### src/rtl/multi_lfsr_cipher_core.sv
// N Fibonacci LFSRs combined into one keystream bit; DATA_W-bit words XORed LSB first.
// Latency: DATA_W+1 edges from accept (inclusive) to out_valid; one word per DATA_W+2 cycles.
// Backpressure: out_ready low holds DONE with out_data and LFSRs frozen; in_ready low outside keyed IDLE.
module multi_lfsr_cipher_core #(
    parameter int NUM_LFSR = 3,
    parameter int LFSR_W   = 8,
    parameter int DATA_W   = 8,
    parameter logic [NUM_LFSR*LFSR_W-1:0] TAPS = {NUM_LFSR{8'hB8}},
    parameter int COMBINE  = 0
) (
    input  logic                       clk,
    input  logic                       rst,
    input  logic [NUM_LFSR*LFSR_W-1:0] key,
    input  logic                       key_load,
    input  logic [DATA_W-1:0]          in_data,
    input  logic                       in_valid,
    output logic                       in_ready,
    output logic [DATA_W-1:0]          out_data,
    output logic                       out_valid,
    input  logic                       out_ready,
    output logic                       busy,
    output logic [NUM_LFSR*LFSR_W-1:0] lfsr_state,
    output logic                       keystream
);
    localparam int KW    = NUM_LFSR * LFSR_W;
    localparam int CNT_W = (DATA_W > 1) ? $clog2(DATA_W) : 1;
    localparam logic [CNT_W-1:0] LAST = CNT_W'(DATA_W - 1);

    typedef enum logic [1:0] {IDLE, RUN, DONE} state_t;

    state_t              state, state_nxt;
    logic                keyed;
    logic [KW-1:0]       lfsr, lfsr_step, lfsr_seed;
    logic [DATA_W-1:0]   din, res;
    logic [CNT_W-1:0]    cnt;
    logic [3:0]          ones;
    logic                ks;
    logic                accept;

    // An all-zero slice would lock its LFSR, so it is seeded with 1 instead.
    always_comb begin
        lfsr_step = '0;
        lfsr_seed = '0;
        for (int k = 0; k < NUM_LFSR; k++) begin
            lfsr_step[k*LFSR_W +: LFSR_W] = {^(lfsr[k*LFSR_W +: LFSR_W] & TAPS[k*LFSR_W +: LFSR_W]),
                                             lfsr[k*LFSR_W+1 +: LFSR_W-1]};
            lfsr_seed[k*LFSR_W +: LFSR_W] = (key[k*LFSR_W +: LFSR_W] == '0) ? LFSR_W'(1)
                                                                            : key[k*LFSR_W +: LFSR_W];
        end
    end

    // XOR of the bit0s equals the parity of their population count.
    always_comb begin
        ones = '0;
        for (int k = 0; k < NUM_LFSR; k++) begin
            ones = ones + 4'(lfsr[k*LFSR_W]);
        end
        if (COMBINE == 1 && (NUM_LFSR % 2) == 1) begin
            ks = (ones > 4'(NUM_LFSR / 2));
        end else begin
            ks = ones[0];
        end
    end

    assign in_ready   = keyed && (state == IDLE) && !key_load;
    assign accept     = in_valid && in_ready;
    assign out_valid  = (state == DONE);
    assign busy       = (state == RUN);
    assign out_data   = res;
    assign lfsr_state = lfsr;
    assign keystream  = ks;

    always_comb begin
        state_nxt = state;
        case (state)
            IDLE:    if (accept)         state_nxt = RUN;
            RUN:     if (cnt == LAST)    state_nxt = DONE;
            DONE:    if (out_ready)      state_nxt = IDLE;
            default:                     state_nxt = IDLE;
        endcase
        if (key_load) state_nxt = IDLE;
    end

    always_ff @(posedge clk or negedge rst) begin
        if (!rst) begin
            state <= IDLE;
        end else begin
            state <= state_nxt;
        end
    end

    always_ff @(posedge clk or negedge rst) begin
        if (!rst) begin
            keyed <= 1'b0;
            lfsr  <= '0;
            din   <= '0;
            res   <= '0;
            cnt   <= '0;
        end else if (key_load) begin
            keyed <= 1'b1;
            lfsr  <= lfsr_seed;
            res   <= '0;
            cnt   <= '0;
        end else begin
            case (state)
                IDLE: begin
                    if (accept) begin
                        din <= in_data;
                        res <= '0;
                        cnt <= '0;
                    end
                end
                RUN: begin
                    res[cnt] <= din[cnt] ^ ks;
                    lfsr     <= lfsr_step;
                    cnt      <= cnt + 1'b1;
                end
                default: ;
            endcase
        end
    end
endmodule
### config.mk
export PLATFORM = sky130hd
export DESIGN_NAME = multi_lfsr_cipher_core
export DESIGN_NICKNAME = d
export VERILOG_FILES = /design/src/rtl/multi_lfsr_cipher_core.sv
export SDC_FILE = /design/constraint.sdc
export NUM_CORES = 1
export LEC_CHECK = 0
export CAP_MARGIN = 0
export CORE_ASPECT_RATIO = 1.4
export CORE_MARGIN = 1
export CORE_UTILIZATION = 30
export DETAILED_ROUTE_END_ITERATION = 7
export PLACE_DENSITY = 0.67
export SLEW_MARGIN = 20
export SYNTH_ARGS = -nofsm -noshare
export SYNTH_HDL_FRONTEND = slang
export SYNTH_SLANG_ARGS = --single-unit
### constraint.sdc
create_clock -name clk -period 2.3 [get_ports clk]
set_input_delay 0.46 -clock clk [delete_from_list [all_inputs] [get_ports clk]]
set_output_delay 0.46 -clock clk [all_outputs]
set_load 0.01 [all_outputs]
Yosys cells after proc, flatten, opt, wreduce, memory -nomap -nowiden
Index checks and enable logic that the tools add are counted.
{"block": "word_totals", "register_bits": 46, "latchBits": 0, "mem_bits_rw": 0, "rom_bits": 0, "inputBits": 37, "output_inout_bits": 36, "word_cells": 57, "memories": 0}
{"block": "classes", "addsub": 3, "n_mul": 0, "div": 0, "n_lt_le_gt_ge": 2, "n_eq_ne": 6, "shifts": 0, "n_mux": 21, "bitwise": 2, "n_reduce_logical": 17}
{"cell": "2-to-1 mux 24 bit", "n": 2}
{"cell": "2-to-1 mux 8 bit", "n": 5}
{"cell": "logical NOT 8 bit", "n": 3}
{"cell": "XOR reduction 8 bit", "n": 3}
{"cell": "case mux 8 bit (2 select lines)", "n": 1}
{"cell": "bitwise mux 8 bit", "n": 1}
{"cell": "2-to-1 mux 2 bit", "n": 4}
{"cell": "2-to-1 mux 3 bit", "n": 2}
{"cell": "!= test 3 x 2 -> 1 bit (second input constant)", "n": 2}
{"cell": "case mux 2 bit (3 select lines)", "n": 1}
{"cell": "case mux 3 bit (2 select lines)", "n": 1}
{"cell": "AND reduction 3 bit", "n": 2}
{"cell": "logical AND 1 bit", "n": 4}
{"cell": "< comparator 3 x 4 -> 1 bit (second input constant)", "n": 1}
{"cell": "adder 3 x 1 -> 3 bit (second input constant)", "n": 1}
{"cell": "binary-select mux 1 bit (select 3 bit)", "n": 1}
{"cell": "demux 1 bit (select 3 bit)", "n": 1}
{"cell": "== test 3 bit (second input constant)", "n": 1}
{"cell": "greater-or-equal comparator 3 x 1 -> 1 bit (second input constant)", "n": 1}
{"cell": "!= test 3 bit (second input constant)", "n": 1}
{"cell": "nonzero test 3 bit", "n": 1}
{"cell": "adder 1 bit", "n": 2}
{"cell": "== test 2 x 1 -> 1 bit (second input constant)", "n": 1}
{"cell": "== test 2 bit (second input constant)", "n": 1}
{"cell": "7 further kinds", "n": 8}

Logic depth before layout (Yosys ltp)
Gate-level depths: netlist of run 1.
{"block": "logic_depth", "depth_word": 7, "mapped_depth": 8, "depth_no_buf": 6}

Worst setup path before layout of run 1
OpenSTA, ideal clock, no wires.
{"block": "synth_path", "path_kind": "reg2reg", "startpoint": "register cnt[0]", "endpoint": "register res[0] (netlist: out_data[0])", "setup_time_ps": 127, "arrival_time_ps": 1540, "t_required_ps": 2173, "setup_slack_ps": 633, "path_stages_with_launch": 6, "path_buffers": 0, "period_less_slack_ps": 1667, "cell_sequence": "dfrtp_1 > mux4_2 > nor2b_4 > a21oi_4 > xor2_4 > o21ai_1"}
{"block": "synth_via", "elab_chain_len": 7, "elab_cells_between_ends": 11, "cone_classes": "2 x order compare; 7 x mux; 1 x bitwise; 1 x reduce/logical"}
{"element": "start, declared", "line": "35", "text": "logic [CNT_W-1:0] cnt;"}
{"element": "start signal, assigned", "line": "116", "text": "cnt <= cnt + 1'b1;"}
{"element": "< comparator 3 x 4 -> 1 bit (implied by the code) / greater-or-equal comparator 3 x 1 -> 1 bit (equally long branches)", "line": "114", "text": "res[cnt] <= din[cnt] ^ ks;"}
{"element": "logical AND 1 bit (implied by the code)", "line": "114"}
{"element": "2-to-1 mux 1 bit (implied by the code)", "line": "114"}
{"element": "demux 1 bit (select 3 bit)", "line": "114"}
{"element": "bitwise mux 8 bit *", "line": "114"}
{"element": "case mux 8 bit (2 select lines) *", "line": "105", "text": "case (state)"}
{"element": "2-to-1 mux 8 bit *", "line": "99", "text": "end else if (key_load) begin"}
{"element": "end signal, assigned by index", "line": "114"}
{"element": "end, declared", "line": "34", "text": "logic [DATA_W-1:0] din, res;"}
Every way passes the cells marked *; elsewhere a longest branch is shown, timed or not. The select of a mux whose other input is x is not followed.
A chain may end at the register's enable or synchronous reset.

Worst setup path in the final report of run 1
{"block": "layout_path", "startpoint": "register lfsr[0] (netlist: lfsr_state[0])", "endpoint": "output keystream"}
{"block": "layout_via", "elab_chain_len": 2}
{"element": "start, declared", "line": "33", "text": "logic [KW-1:0] lfsr, lfsr_step, lfsr_seed;"}
{"element": "start signal, assigned", "line": "101", "text": "lfsr <= lfsr_seed;"}
{"element": "start signal, assigned", "line": "115", "text": "lfsr <= lfsr_step;"}
{"element": "adder 1 bit (2 in a row)", "line": "56", "text": "ones = ones + 4'(lfsr[k*LFSR_W]);"}
{"element": "end, declared", "line": "23", "text": "output logic keystream"}
No other way between the ends.

==> results of run 1 <==
flip-flops by register name (all words and copies together) (netlist names):
| signal | flops |
|---|---|
| keyed | 1 |
| lfsr_state | 24 |
| cnt | 3 |
| state | 2 |
| din | 8 |
| out_data | 8 |
Yosys cell counts (3+ instances only):
| master | instances | area [µm²] |
|---|---|---|
| dfrtp_1 | 46 | 1150 |
| o21ai_1 | 30 | 150 |
| nand2_1 | 25 | 93.8 |
| mux2i_1 | 21 | 210 |
| o21ai_0 | 11 | 55.1 |
| xnor2_1 | 11 | 96.3 |
| clkbuf_1 | 9 | 33.8 |
| nor2_1 | 9 | 33.8 |
| mux2_1 | 8 | 90.1 |
| a21oi_1 | 4 | 20.0 |
| nand3_1 | 4 | 20.0 |
| buf_2 | 3 | 15.0 |
| mux2_2 | 3 | 33.8 |
| nor2b_1 | 3 | 18.8 |
| nor4_1 | 3 | 18.8 |
| or4_1 | 3 | 22.5 |
kinds of logic (layout without fill, tap and decap cells):
family | Yosys count | count (layout) | synth area share
buffers and inverters | 16 | 88 | 0.0276
muxes | 34 | 34 | 0.164
adders and majority gates | 2 | 2 | 0.0108
AOI/OAI and AO/OA | 52 | 52 | 0.124
xor gates and xnor gates | 12 | 12 | 0.0537
DFF | 46 | 46 | 0.499
and+or+nand+nor | 56 | 56 | 0.121
cell type report:
class,count,area [µm²],area share
Inverter,3,11.3,0.00348
Sequential cell,46,1150,0.356
Multi-Input combinational cell,156,1090,0.338
Clock buffer,6,82.6,0.0255
Tap cell,97,121,0.0375
Timing Repair Buffer,79,776,0.240
stage by stage:
step,instances,setup WS (ns),utilization
6_report,387,0.132,0.437
2_1_floorplan,218,0.633,-
3_5_place_dp,381,0.380,0.426
5_1_grt,387,0.0445,0.437
4_1_cts,387,0.104,0.437
3_3_place_gp,381,0.412,0.426
worst paths after layout:
path	slack, ns	end	depth (start not counted)
setup / recovery	0.13	keystream	3
hold / removal	0.15	din[3]	1
setup reg to reg	0.51	out_data[1]	5
hold reg to reg	0.49	keyed	1
max in group asynchronous	1.63	cnt[1]	2
min in group clk	0.49	keyed	1
layout by cell type, fill, tap and decap left out, drive strengths merged, types with 2 or more instances in the layout:
cell            n
a21oi           5
nand3           4
or4             3
dfrtp          46
nand2b          2
clkbuf          6
clkdlybuf4s50  70
and2            2
o21ai          41
xnor2          11
nand2          25
mux2i          21
mux2           11
nor2b           4
ha              2
buf             9
nor4            3
inv             3
a31oi           2
nor2            9
a22o            2
mux4            2
metal layers:
| metal | wire [µm] | track usage | part of all wire | vias to the layer above |
|---|---|---|---|---|
| li1 | - | - | - | 910 |
| met1 | 2140 | 0.160 | 0.41 | 880 |
| met2 | 2810 | 0.256 | 0.53 | 57 |
| met3 | 237 | 0.0234 | 0.045 | 9 |
| met4 | 83 | 0.0549 | 0.016 | 0 |
| met5 | 0 | 0 | 0 | - |
worst max-delay path: cells and delay by family, from the launching register on:
kind | cells | cell delay (ns)
buffers and inverters | 1 | 0.59
XOR/XNOR | 2 | 0.41
flip-flops | 1 | 0.42
power groups by stage:
stage               clock network [µW]  logic (µW)  registers [µW]
finish                             480         663             996
global route                       539         727            1010
CTS                                501         674            1000
detailed placement                   0         671            1010
global placement                     0         666            1010
floorplan                            0         337            1020
==> impl_metrics.toml, run 1 <==
[outcome]
outcome = "finished, final reports clean"

[synthesis]
ys_types = 34
syn_inst = 218
netlist_area_um2 = 2310
synthArstFlopShare = 1.00
ys_warn_count = 0
ys.flop_type = "dfrtp_1"
syn_avg_cell_area_um2 = 10.6
synth.net_count = 257
yosysSeqAreaShare = 0.499
synth_edf_count = 0
ys_ff_latch = 46

[critical_path]
cp_data_required_time_ns = 1.84
crit_fanout = 3
cp.arrival_ns = 1.71
startpoint = "lfsr_state[0]"
slowest_stage = "clkdlybuf4s50_1"
critPathKind = "register to output pin"
critPathLaunchType = "register"
crit_chain = "xnor2_1, xnor2_1, clkdlybuf4s50_1"
cpMostUsedCell = "xnor2_1"
slowest_delay_ns = 0.59
reg2reg_from = "cnt[1]"
end_kind = "output pin"

[finish]
final_net_count = 330
drive_gt1_frac = 0.0862
area_delta_synth_final_pct = 40.2
fin_area_um2 = 3240
antennaDiodeCount = 0
n_fill_cell = 746

[global_routing]
grt_pass1_wl_mm = 8.91
grt_overflow = 0
grt_max_degree = 51
antenna_found_initial = 0
grt_pass1_vias = 1892
grt.total_usage = 0.140

[drt]
firstDrtPassIters = 4
wl_per_cell_um = 13.6
wl_mm = 5.28
vias = 1856
ant_nets = 0
drtIter0Drc = 75
via_per_inst = 4.80
drc = 0

[cts]
postCtsSetupBuffers = 0
cts_tree = "yes"
clkTransAtPathRegs_ns = 0.08
htree_levels = 2
cts.sink_count = 46
clock_latency_ns = 0.29
cts_buffer_depth = 2
cts_buffers = 5
ctsHoldBuffers = 0
clockRootBuffer = "clkbuf_8"
cts_resized = 0

[place]
dpl.hpwl_mm = 3.93
portBuffers = 72
globalplace.congestion = 0.740
place_area_um2 = 3150

[die]
num_io_pins = 73
fp.dieW_um = 76.1
core_um2 = 7410
start_util = 0.312
rows = 37
die_h_um = 106
die_area_um2 = 8050

[job]
drv_cap = 0

[timing]
tightest_slew_ns = 0.569
slew_violations = 0
hold_ws_ns = 0.150
tns_ns = 0
finalCritPeriodShare = 0.943
rsz0062_at_grt = "no"
fin_crit_ns = 2.17
max_freq_ghz = 0.461
hold_violations = 0
setup_viol = 0
relSlewSlack = 0.619
clock_skew_ns = 0.00572

[power_and_ir_drop]
p_switching_uw = 624
p_clk_frac = 0.224
internal_power_uw = 1510
switching_share = 0.292
ir_drop_v = 0.000421
power_leakage_uw = 0.00137
powerDensity_nw_per_um2 = 661
totalPowerFinal_uw = 2140
pwr-share-comb = 0.310
seqPwrFrac = 0.466

[min_path]
hp-class = "input port to asynchronous set/reset pin"
(Power assumes the default switching activity.)
==> inputs of run 2 (changes only) <==
CORE_UTILIZATION = 46   (was 30)
PLACE_DENSITY = 0.9   (was 0.67)
clock period = 2.44 ns   (was 2.3 ns; I/O delays follow)
==> impl_metrics.toml, run 2 (same netlist as run 1, synthesis figures left out) <==
[timing]
setup_viol = 0
fin_crit_ns = 2.32
relSlewSlack = 0.573
slew_violations = 0
tightest_slew_ns = 0.638
hold_violations = 0
rsz0062_at_grt = "no"
finalCritPeriodShare = 0.949
max_freq_ghz = 0.432
tns_ns = 0
clock_skew_ns = 0.00411

[global_routing]
grt_pass1_vias = 1799
grt_max_degree = 51
grt.total_usage = 0.195
grt_overflow = 0
grt_pass1_wl_mm = 7.75
antenna_found_initial = 0

[drt]
wl_mm = 4.74
drtIter0Drc = 47
ant_nets = 0
vias = 1858
wl_per_cell_um = 13.4
firstDrtPassIters = 4
drc = 0
via_per_inst = 5.23

[power_and_ir_drop]
p_switching_uw = 584
pwr-share-comb = 0.308
switching_share = 0.289
p_clk_frac = 0.228
internal_power_uw = 1440
power_leakage_uw = 0.00137
seqPwrFrac = 0.464
ir_drop_v = 0.000497
powerDensity_nw_per_um2 = 631

[job]
drv_cap = 0

[cts]
cts_resized = 0
cts_buffer_depth = 2
postCtsSetupBuffers = 0
htree_levels = 2
cts_tree = "yes"
ctsHoldBuffers = 0
cts_buffers = 5
clkTransAtPathRegs_ns = 0.08
clock_latency_ns = 0.29
cts.sink_count = 46
clockRootBuffer = "clkbuf_8"

[finish]
layout_commonest_cell = "clkdlybuf4s50_1"
largest_reg_flops = 24
final_cell_mix = "clkdlybuf4s50_1 (71), dfrtp_1 (46), o21ai_1 (30)"
drive_gt1_frac = 0.0825
n_fill_cell = 386
antennaDiodeCount = 0
stdcell_count = 355
final_net_count = 329
area_delta_synth_final_pct = 38.6

[critical_path]
rrSetupSlack_ns = 0.66
cpMostUsedCell = "clkdlybuf4s50_1"
cp_data_required_time_ns = 1.95
slowest_delay_ns = 0.58
critPathKind = "input port to output pin"
slowest_stage = "clkdlybuf4s50_1"
crit_fanout = 2
critPathLaunchType = "input port"
crit_chain = "clkdlybuf4s50_1, nor4b_2, clkdlybuf4s50_1"
cp.arrival_ns = 1.83
end_kind = "output pin"

[die]
start_util = 0.477
num_io_pins = 73
die_area_um2 = 5310
die_h_um = 85.8
core_um2 = 4840
fp.dieW_um = 61.9
rows = 30

[outcome]
outcome = "finished, final reports clean"

[place]
globalplace.congestion = 0.761
dpl.hpwl_mm = 3.50
portBuffers = 72
place_inst = 347

[min_path]
hp-class = "input port to asynchronous set/reset pin"
-- run 2: changes by cell type in the layout (fill, tap and decap cells not counted) --
cell and delta:
buf_4 -1, clkdlybuf4s50_1 +1, clkinv_2 +1, clkbuf_1 +1, buf_2 -1
-- run 2: layout make-up --
type | instances | area (µm²) | area share
repair buffers | 78 | 773 | 0.242
inverters | 3 | 11.3 | 0.00352
multi-input cells | 156 | 1090 | 0.342
clock inverters | 1 | 5.00 | 0.00156
flip-flops and latches | 46 | 1150 | 0.360
well taps | 64 | 80.1 | 0.0250
clock buffers | 7 | 86.3 | 0.0270
-- run 2: per-stage QoR --
step / total power [µW] / cell area (µm²) / worst slack, ns / utilization / hold slack, ns
finish: 2020 / 3200 / 0.125 / 0.661 / 0.175
floorplan: 1280 / 2310 / 0.773 / - / 0.192
CTS: 2060 / 3200 / 0.120 / 0.661 / 0.180
global route: 2150 / 3200 / 0.0261 / 0.661 / 0.176
detailed placement: 1580 / 3110 / 0.130 / 0.642 / 0.474
global placement: 1570 / 3110 / 0.150 / 0.642 / 0.469
-- run 2: path summary, 6_finish.rpt --
path	from	to	depth (start not counted)
hold / removal	rst	din[4]	2
min in group clk	din[6]	din[6]	1
setup reg to reg	cnt[1]	out_data[5]	5
hold reg to reg	din[6]	din[6]	1
max in group asynchronous	rst	lfsr_state[20]	2
setup / recovery	key_load	in_ready	3
-- run 2: critical path: cells and delay by family --
| family | cells | cell delay (ns) |
|---|---|---|
| and+or+nand+nor | 1 | 0.32 |
| buffers and inverters | 2 | 1.02 |
-- run 2: power groups by stage --
stage               combinational, µW  sequential, µW  clock [µW]
global route                      679             953         520
floorplan                         318             963           0
finish                            622             937         461
detailed placement                631             954           0
global placement                  620             948           0
CTS                               633             939         484
-- run 2: routing by layer --
layer,global-route usage,routed length [µm]
met1,0.225,1950
met2,0.346,2570
met3,0.0332,185
met4,0.0707,31
met5,0,0
